--- src/rtl/ebox_pkg.sv ---
// ebox_pkg: shared state encoding, page-fail codes and widths for the EBOX memory request sequencer.
package ebox_pkg;
  localparam int VMA_W = 23;
  localparam int TIMEOUT_CYC = 64;
  localparam logic [0:10] PF_NONE = 11'h000;
  localparam logic [0:10] PF_TIMEOUT = 11'h7FF;
  typedef enum logic [2:0] {S_IDLE, S_RD, S_WR, S_PAUSE, S_DONE} state_t;
endpackage

--- src/rtl/ebox_mem_req.sv ---
// ebox_mem_req: EBOX-side sequencer issuing read/write/read-pause-write requests to the MBOX.
// Define MEM_TIMEOUT_EN to abort a request with an NXM page fail after TIMEOUT_CYC cycles without ack.
module ebox_mem_req
  import ebox_pkg::*;
(
  input  logic                 i_clk,
  input  logic                 i_reset,
  input  logic                 i_mem_start,
  input  logic                 i_mem_read,
  input  logic                 i_mem_write,
  input  logic                 i_mem_rmw,
  input  logic [36-VMA_W:35]   i_mem_addr,
  input  logic                 i_mem_acref,
  input  logic [0:35]          i_mem_wdata,
  input  logic                 i_mem_resume,
  output logic                 o_mem_busy,
  output logic                 o_mem_done,
  output logic [0:35]          o_mem_rdata,
  output logic                 o_page_fail,
  output logic [0:10]          o_pf_code,
  output logic [36-VMA_W:35]   o_vma,
  output logic                 o_vma_acref,
  output logic                 o_req,
  output logic                 o_read,
  output logic                 o_write,
  output logic                 o_pse,
  output logic [0:35]          o_write_data,
  input  logic [0:35]          i_cache_data,
  input  logic [0:10]          i_pf_disp,
  input  logic                 i_mbox_ack
);
  state_t r_state, w_state;
  logic r_fail, w_fail;
  logic [0:35] r_rdata, w_rdata, r_wdata, w_wdata;
  logic [0:10] r_pf_code, w_pf_code;
  logic [36-VMA_W:35] r_vma, w_vma;
  logic r_acref, w_acref, r_req, w_req, r_read, w_read, r_write, w_write, r_pse, w_pse;
`ifdef MEM_TIMEOUT_EN
  logic [7:0] r_cnt, w_cnt;
`endif

  always_ff @(posedge i_clk or posedge i_reset) begin
    if (i_reset) begin
      r_state   <= S_IDLE;
      r_fail    <= 1'b0;
      r_rdata   <= '0;
      r_wdata   <= '0;
      r_pf_code <= '0;
      r_vma     <= '0;
      r_acref   <= 1'b0;
      r_req     <= 1'b0;
      r_read    <= 1'b0;
      r_write   <= 1'b0;
      r_pse     <= 1'b0;
`ifdef MEM_TIMEOUT_EN
      r_cnt     <= '0;
`endif
    end else begin
      r_state   <= w_state;
      r_fail    <= w_fail;
      r_rdata   <= w_rdata;
      r_wdata   <= w_wdata;
      r_pf_code <= w_pf_code;
      r_vma     <= w_vma;
      r_acref   <= w_acref;
      r_req     <= w_req;
      r_read    <= w_read;
      r_write   <= w_write;
      r_pse     <= w_pse;
`ifdef MEM_TIMEOUT_EN
      r_cnt     <= w_cnt;
`endif
    end
  end

  always_comb begin
    w_state   = r_state;
    w_fail    = r_fail;
    w_rdata   = r_rdata;
    w_wdata   = r_wdata;
    w_pf_code = r_pf_code;
    w_vma     = r_vma;
    w_acref   = r_acref;
    w_req     = r_req;
    w_read    = r_read;
    w_write   = r_write;
    w_pse     = r_pse;
`ifdef MEM_TIMEOUT_EN
    w_cnt     = 8'd0;
`endif
    case (r_state)
      S_IDLE: begin
        if (i_mem_start && (i_mem_rmw || i_mem_read || i_mem_write)) begin
          w_vma   = i_mem_addr;
          w_acref = i_mem_acref;
          w_fail  = 1'b0;
          w_req   = 1'b1;
          if (i_mem_rmw || i_mem_read) begin
            w_state = S_RD;
            w_read  = 1'b1;
            w_pse   = i_mem_rmw;
          end else begin
            w_state = S_WR;
            w_write = 1'b1;
            w_wdata = i_mem_wdata;
          end
        end
      end
      S_RD, S_WR: begin
        if (i_mbox_ack) begin
          w_req   = 1'b0;
          w_read  = 1'b0;
          w_write = 1'b0;
          if (i_pf_disp != PF_NONE) begin
            w_pse     = 1'b0;
            w_pf_code = i_pf_disp;
            w_fail    = 1'b1;
            w_state   = S_DONE;
          end else if (r_state == S_RD) begin
            w_rdata = i_cache_data;
            // an RMW keeps PSE asserted through the pause so the MBOX holds the line
            w_state = r_pse ? S_PAUSE : S_DONE;
          end else begin
            w_state = S_DONE;
          end
        end
`ifdef MEM_TIMEOUT_EN
        else if (r_cnt == 8'(TIMEOUT_CYC - 1)) begin
          w_req     = 1'b0;
          w_read    = 1'b0;
          w_write   = 1'b0;
          w_pse     = 1'b0;
          w_pf_code = PF_TIMEOUT;
          w_fail    = 1'b1;
          w_state   = S_DONE;
        end else begin
          w_cnt = r_cnt + 8'd1;
        end
`endif
      end
      S_PAUSE: begin
        if (i_mem_resume) begin
          w_wdata = i_mem_wdata;
          w_req   = 1'b1;
          w_write = 1'b1;
          w_pse   = 1'b0;
          w_state = S_WR;
        end
      end
      S_DONE: w_state = S_IDLE;
      default: w_state = S_IDLE;
    endcase
  end

  assign o_mem_busy   = r_state != S_IDLE;
  assign o_mem_done   = r_state == S_DONE;
  assign o_page_fail  = (r_state == S_DONE) && r_fail;
  assign o_mem_rdata  = r_rdata;
  assign o_pf_code    = r_pf_code;
  assign o_vma        = r_vma;
  assign o_vma_acref  = r_acref;
  assign o_req        = r_req;
  assign o_read       = r_read;
  assign o_write      = r_write;
  assign o_pse        = r_pse;
  assign o_write_data = r_wdata;
endmodule

--- config.mk ---
export PLATFORM = sky130hd
export DESIGN_NAME = ebox_mem_req
export DESIGN_NICKNAME = d
export VERILOG_FILES = /design/src/rtl/ebox_pkg.sv /design/src/rtl/ebox_mem_req.sv
export SDC_FILE = /design/constraint.sdc
export NUM_CORES = 1
export LEC_CHECK = 0
export CELL_PAD_IN_SITES_DETAIL_PLACEMENT = 0
export CELL_PAD_IN_SITES_GLOBAL_PLACEMENT = 1
export CORE_MARGIN = 3
export CORE_UTILIZATION = 44
export CTS_CLUSTER_DIAMETER = 30
export CTS_CLUSTER_SIZE = 30
export DETAILED_ROUTE_END_ITERATION = 8
export DONT_BUFFER_PORTS = 1
export PLACE_DENSITY_LB_ADDON = 0.25
export REMOVE_ABC_BUFFERS = 1
export SKIP_CTS_REPAIR_TIMING = 1
export SYNTH_ARGS = -nofsm -noshare
export SYNTH_HDL_FRONTEND = slang
export SYNTH_SLANG_ARGS = --single-unit
--- constraint.sdc ---
create_clock -name i_clk -period 3.96 [get_ports i_clk]
set_clock_uncertainty 0.2 [all_clocks]
set_input_delay 0.792 -clock i_clk [delete_from_list [all_inputs] [get_ports i_clk]]
set_output_delay 0.792 -clock i_clk [all_outputs]
set_load 0.01 [all_outputs]
# After elaboration in Yosys (flattened, before gate mapping)
# Cells that the tools add are included.
# totals
elab_cells	75
inputBits	115
out_inout_bits	114
reg_bits	115
# classes
n_eq_ne	10
muxes	32
n_reduce_logical	21
n_bitwise	1
# ops
operator	n
36-bit 2-to-1 mux	3
36-bit one-hot mux with 2 select lines	1
4-bit AND reduction	5
3-bit 2-to-1 mux	6
1-bit 2-to-1 mux	15
2-bit != test (second input constant)	6
11-bit nonzero test	1
1-bit one-hot mux with 3 select lines	3
3-bit one-hot mux with 3 select lines	1
3-bit by 2-bit equality test with 1-bit output (second input constant)	2
3-bit AND reduction	2
6-bit AND reduction	1
3-bit nonzero test	2
5-bit AND reduction	1
1-bit one-hot mux with 2 select lines	2
2-bit nonzero test	2
3-bit by 1-bit equality test with 1-bit output (second input constant)	1
3-bit equality test (second input constant)	1
3-bit logical NOT	1
1-bit logical AND	2
1-bit logical OR	2
2-bit 2-to-1 mux	1
2-bit AND reduction	1
2-bit OR reduction	1
1-bit inverter	1

# Longest topological paths before layout
# depth
ltp_word	5
mapped_depth	8
ltp_nobuf	5

# Least setup slack after synthesis
# OpenSTA, ideal clock, no wires.
# synth_path
path_kind	input-to-reg
start	input port i_pf_disp[7] (netlist bit)
end	register r_rdata, in the netlist o_mem_rdata[0]
setup_ns	0.125
arrival_time_ns	2.010
slack_ns	1.625
t_required_ns	3.635
cell_stages	5
path_buffers	1
path_cell_list	nor4_1 -> and3_1 -> nand3_1 -> buf_2 -> mux2_2
# synth_via
elab_chain_cells	3
# synth_lines
item	line_no	source
start, declared	ebox_mem_req.sv:29	input logic [0:10] i_pf_disp,
11-bit nonzero test	ebox_mem_req.sv:114	if (i_pf_disp != PF_NONE) begin
1-bit inverter (no source line)	--	
4-bit AND reduction (no source line)	--	
end signal, assigned	ebox_mem_req.sv:61	r_rdata <= w_rdata;
end, declared	ebox_mem_req.sv:34	logic [0:35] r_rdata, w_rdata, r_wdata, w_wdata;
# Every way passes these cells.
# A chain may end at the register's enable or synchronous reset.

# Final worst setup path
# layout_path
start	register r_state[1]
end	register r_wdata, in the netlist o_write_data[7]
# layout_via
elab_chain_cells	3
word_cells_on_any_way	8
cone_classes	eq/ne: 4; mux: 1; reduce/logical: 3
# layout_lines
item	line_no	source
start, declared	ebox_mem_req.sv:32	state_t r_state, w_state;
start signal, assigned	ebox_mem_req.sv:59	r_state <= w_state;
3-bit by 2-bit equality test with 1-bit output or 3-bit logical NOT (tied branches)	ebox_mem_req.sv:91	case (r_state)
2-bit != test (no source line) or 2-bit nonzero test (tied branches)	--	
4-bit AND reduction (no source line)	--	
end signal, assigned	ebox_mem_req.sv:62	r_wdata <= w_wdata;
end, declared	ebox_mem_req.sv:34	
# Several ways; a longest one is shown, not always the timed one.

==> reports/qor.txt <==
outcome: completed
Initial Util: 45.84%
DR WL/cell: 20.55 um
first-pass GRT wire length: 13970 um
chip width: 107.4 um
Yosys top cell by area: dfrtp_1
CTS tree: built
final antenna-violating net count: 0
largest net degree at the start of global routing: 63
DP HPWL: 6559 um
slew margin rel.: 26.71%
Worst-Margin Slew: 1.095 ns
RSZ-0062 raised after global routing: false
Critical Path, Cell by Cell: or3_1 > nor3_4 > nand3_2 > o21ai_4 > mux2_2
DRC Markers: 0
1st-iter DRT viols: 72
final wirelength: 9186 um
Period minus WS final: 2.665 ns
Max FO, Critical Path: 37
Sequential Power Share: 49.0%
Mapped Area: 4522 um2
worst-skew pair later-pin latency: 0.50 ns
ratio of final minimum period to clock period: 67.30%
slowest CP cell: or3_1
port bufs: 0
Total Die Area: 11530 um2
gr ovfl total: 0
crit path DAT: 2.83 ns
area grow syn2layout: 14.61%
Num CTS Buffers: 17
post-synthesis cell count: 293
Seq/Total Area, Yosys: 63.64%
CP Class: reg -> reg
ant diodes: 0
max frequency: 0.3752 GHz
Max-Cap Viols: 0
switching share of total power: 31.45%
mean post-synth cell area: 15.43 um2
Netlist cell types: 32
initial antenna violation count: 0
Max H-tree Level: 4
worst hold slack: 0.06940 ns
register-to-register setup slack: 1.29 ns
Post-synth EDFFs: 0
DR vias: 2389
vias in the first global route: 2600
Crit path required time: 4.13 ns
row count: 36
share of cells above drive strength 1: 46.18%
CTS root buf: clkbuf_8
delay-heaviest family, CP: simple AND/OR/NAND/NOR gates
chip height: 107.4 um
Finished Layout Cells: 447
fin nets: 416
Routability Congestion: 0.7727
Total GRT Usage: 15.72%
placed cells: 415
Setup crit end kind: flip-flop
Leakage: 0.002357 uW
startpoint types: flip-flop
clock slew at reported path FFs: 0.06 ns
buffers plus inverters on the worst setup path: 0
final setup fails: 0
Async SR Flop Fraction: 100.0%
CORE AREA: 9864 um2
clk buf depth: 2
Worst path max stage delay: 0.56 ns
post-synthesis register bit count: 115
Max Transition Viols Final: 0
Clock Sinks: 115
Synth top area share: 63.64%
most common cell after layout, fill and taps aside: dfrtp_1
via/cell ratio: 5.345
switching power: 1344 uW
ys flop type: dfrtp_1
IO Count: 229
Synth area leaders: dfrtp_1 (64%), mux2_2 (26%), buf_8 (1.0%)
P_int: 2929 uW
Clock Power Share: 33.3%
drt pass-1 iters: 4
Max VDD drop: 0.0003739 V
Comb power frac: 17.7%
Syn. warnings: 0
Fin. Hold Viols: 0
P per Cell Area: 824.5 nW/um2
HP Class: in -> async
most frequent cells in the layout: dfrtp_1 (115), mux2_2 (105), clkbuf_16 (16)
==> final cells by class <==
class / count / area, um2
Clock inverter: 13 / 136.4
Multi-Input combinational cell: 159 / 1524
Inverter: 5 / 21.27
Fill cell: 828 / 4682
Clock buffer: 19 / 421.7
Sequential cell: 115 / 2878
Timing Repair Buffer: 3 / 35.03
Tap cell: 133 / 166.4
==> registers in the layout, summed over array words and instances (netlist names) <==
signal	count
o_mem_rdata	36
o_write_data	36
o_vma	23
o_pf_code	11
r_state	3
o_pse	1
o_read	1
o_req	1
o_vma_acref	1
o_write	1
r_fail	1
==> metrics by stage <==
step                      setup TNS [ns]  utilization [%]  worst slack, ns  total power, uW  instance area [um2]
after floorplan                   -8.747                -         -0.07606             2667                 4415
after global placement                 0            46.88            1.373             2859                 4624
after detailed placement               0            46.88            1.286             2899                 4624
after CTS                              0            52.54            1.279             4346                 5182
after global routing                   0            52.54            1.137             4517                 5182
final                                  0            52.54            1.295             4273                 5182
==> final timing paths <==
| kind | from | to | depth (start not counted) |
|---|---|---|---|
| worst min-delay path | i_reset | o_mem_rdata[14] | 1 |
| worst max-delay path | r_state[1] | o_write_data[7] | 5 |
| worst max register to register | r_state[1] | o_write_data[7] | 5 |
| worst min register to register | r_fail | r_fail | 1 |
| min in group i_clk | i_mbox_ack | o_req | 1 |
| max in group asynchronous | i_reset | o_mem_rdata[12] | 2 |
==> cell families (layout without fill, tap and decap cells) <==
group / count (synthesis) / count (layout) / share of synthesized area (%)
and+or+nand+nor: 31 / 31 / 3.763
xor gates and xnor gates: 1 / 1 / 0.1937
muxes: 109 / 109 / 27.09
AOI/OAI and AO/OA: 18 / 18 / 2.546
buffers and inverters: 19 / 40 / 2.767
DFF: 115 / 115 / 63.64
==> synth_stat cells, drive strengths merged, types with 2 or more instances <==
cell    count
nand3       2
o31ai       2
nand2b      2
nor2       10
nor3        5
a21oi       4
nor4        2
inv         5
and3        3
dfrtp     115
clkbuf      2
mux2      107
o21ai       8
buf        12
nand2       4
mux2i       2
==> power groups by stage <==
stage | registers (uW) | clock network [uW] | logic [uW]
final | 2090 | 1420 | 756
after global routing | 2150 | 1520 | 849
after CTS | 2110 | 1460 | 774
after detailed placement | 2130 | 0 | 773
after global placement | 2120 | 0 | 742
after floorplan | 2010 | 0 | 662
==> metal layers <==
metal / vias to the layer above / wire (um) / GRT usage (%)
li1: 1052 / - / -
met1: 1205 / 3422 / 17.87
met2: 125 / 4694 / 25.56
met3: 7 / 1001 / 7.918
met4: 0 / 68 / 5.681
met5: - / 0 / 0
==> worst register-to-register path: cells and delay by family (launching register included) <==
family | cells | cell delay (ns)
compound gates | 1 | 0.41
flops | 1 | 0.50
simple gates | 3 | 0.99
mux | 1 | 0.44
(Power assumes the default switching activity.)
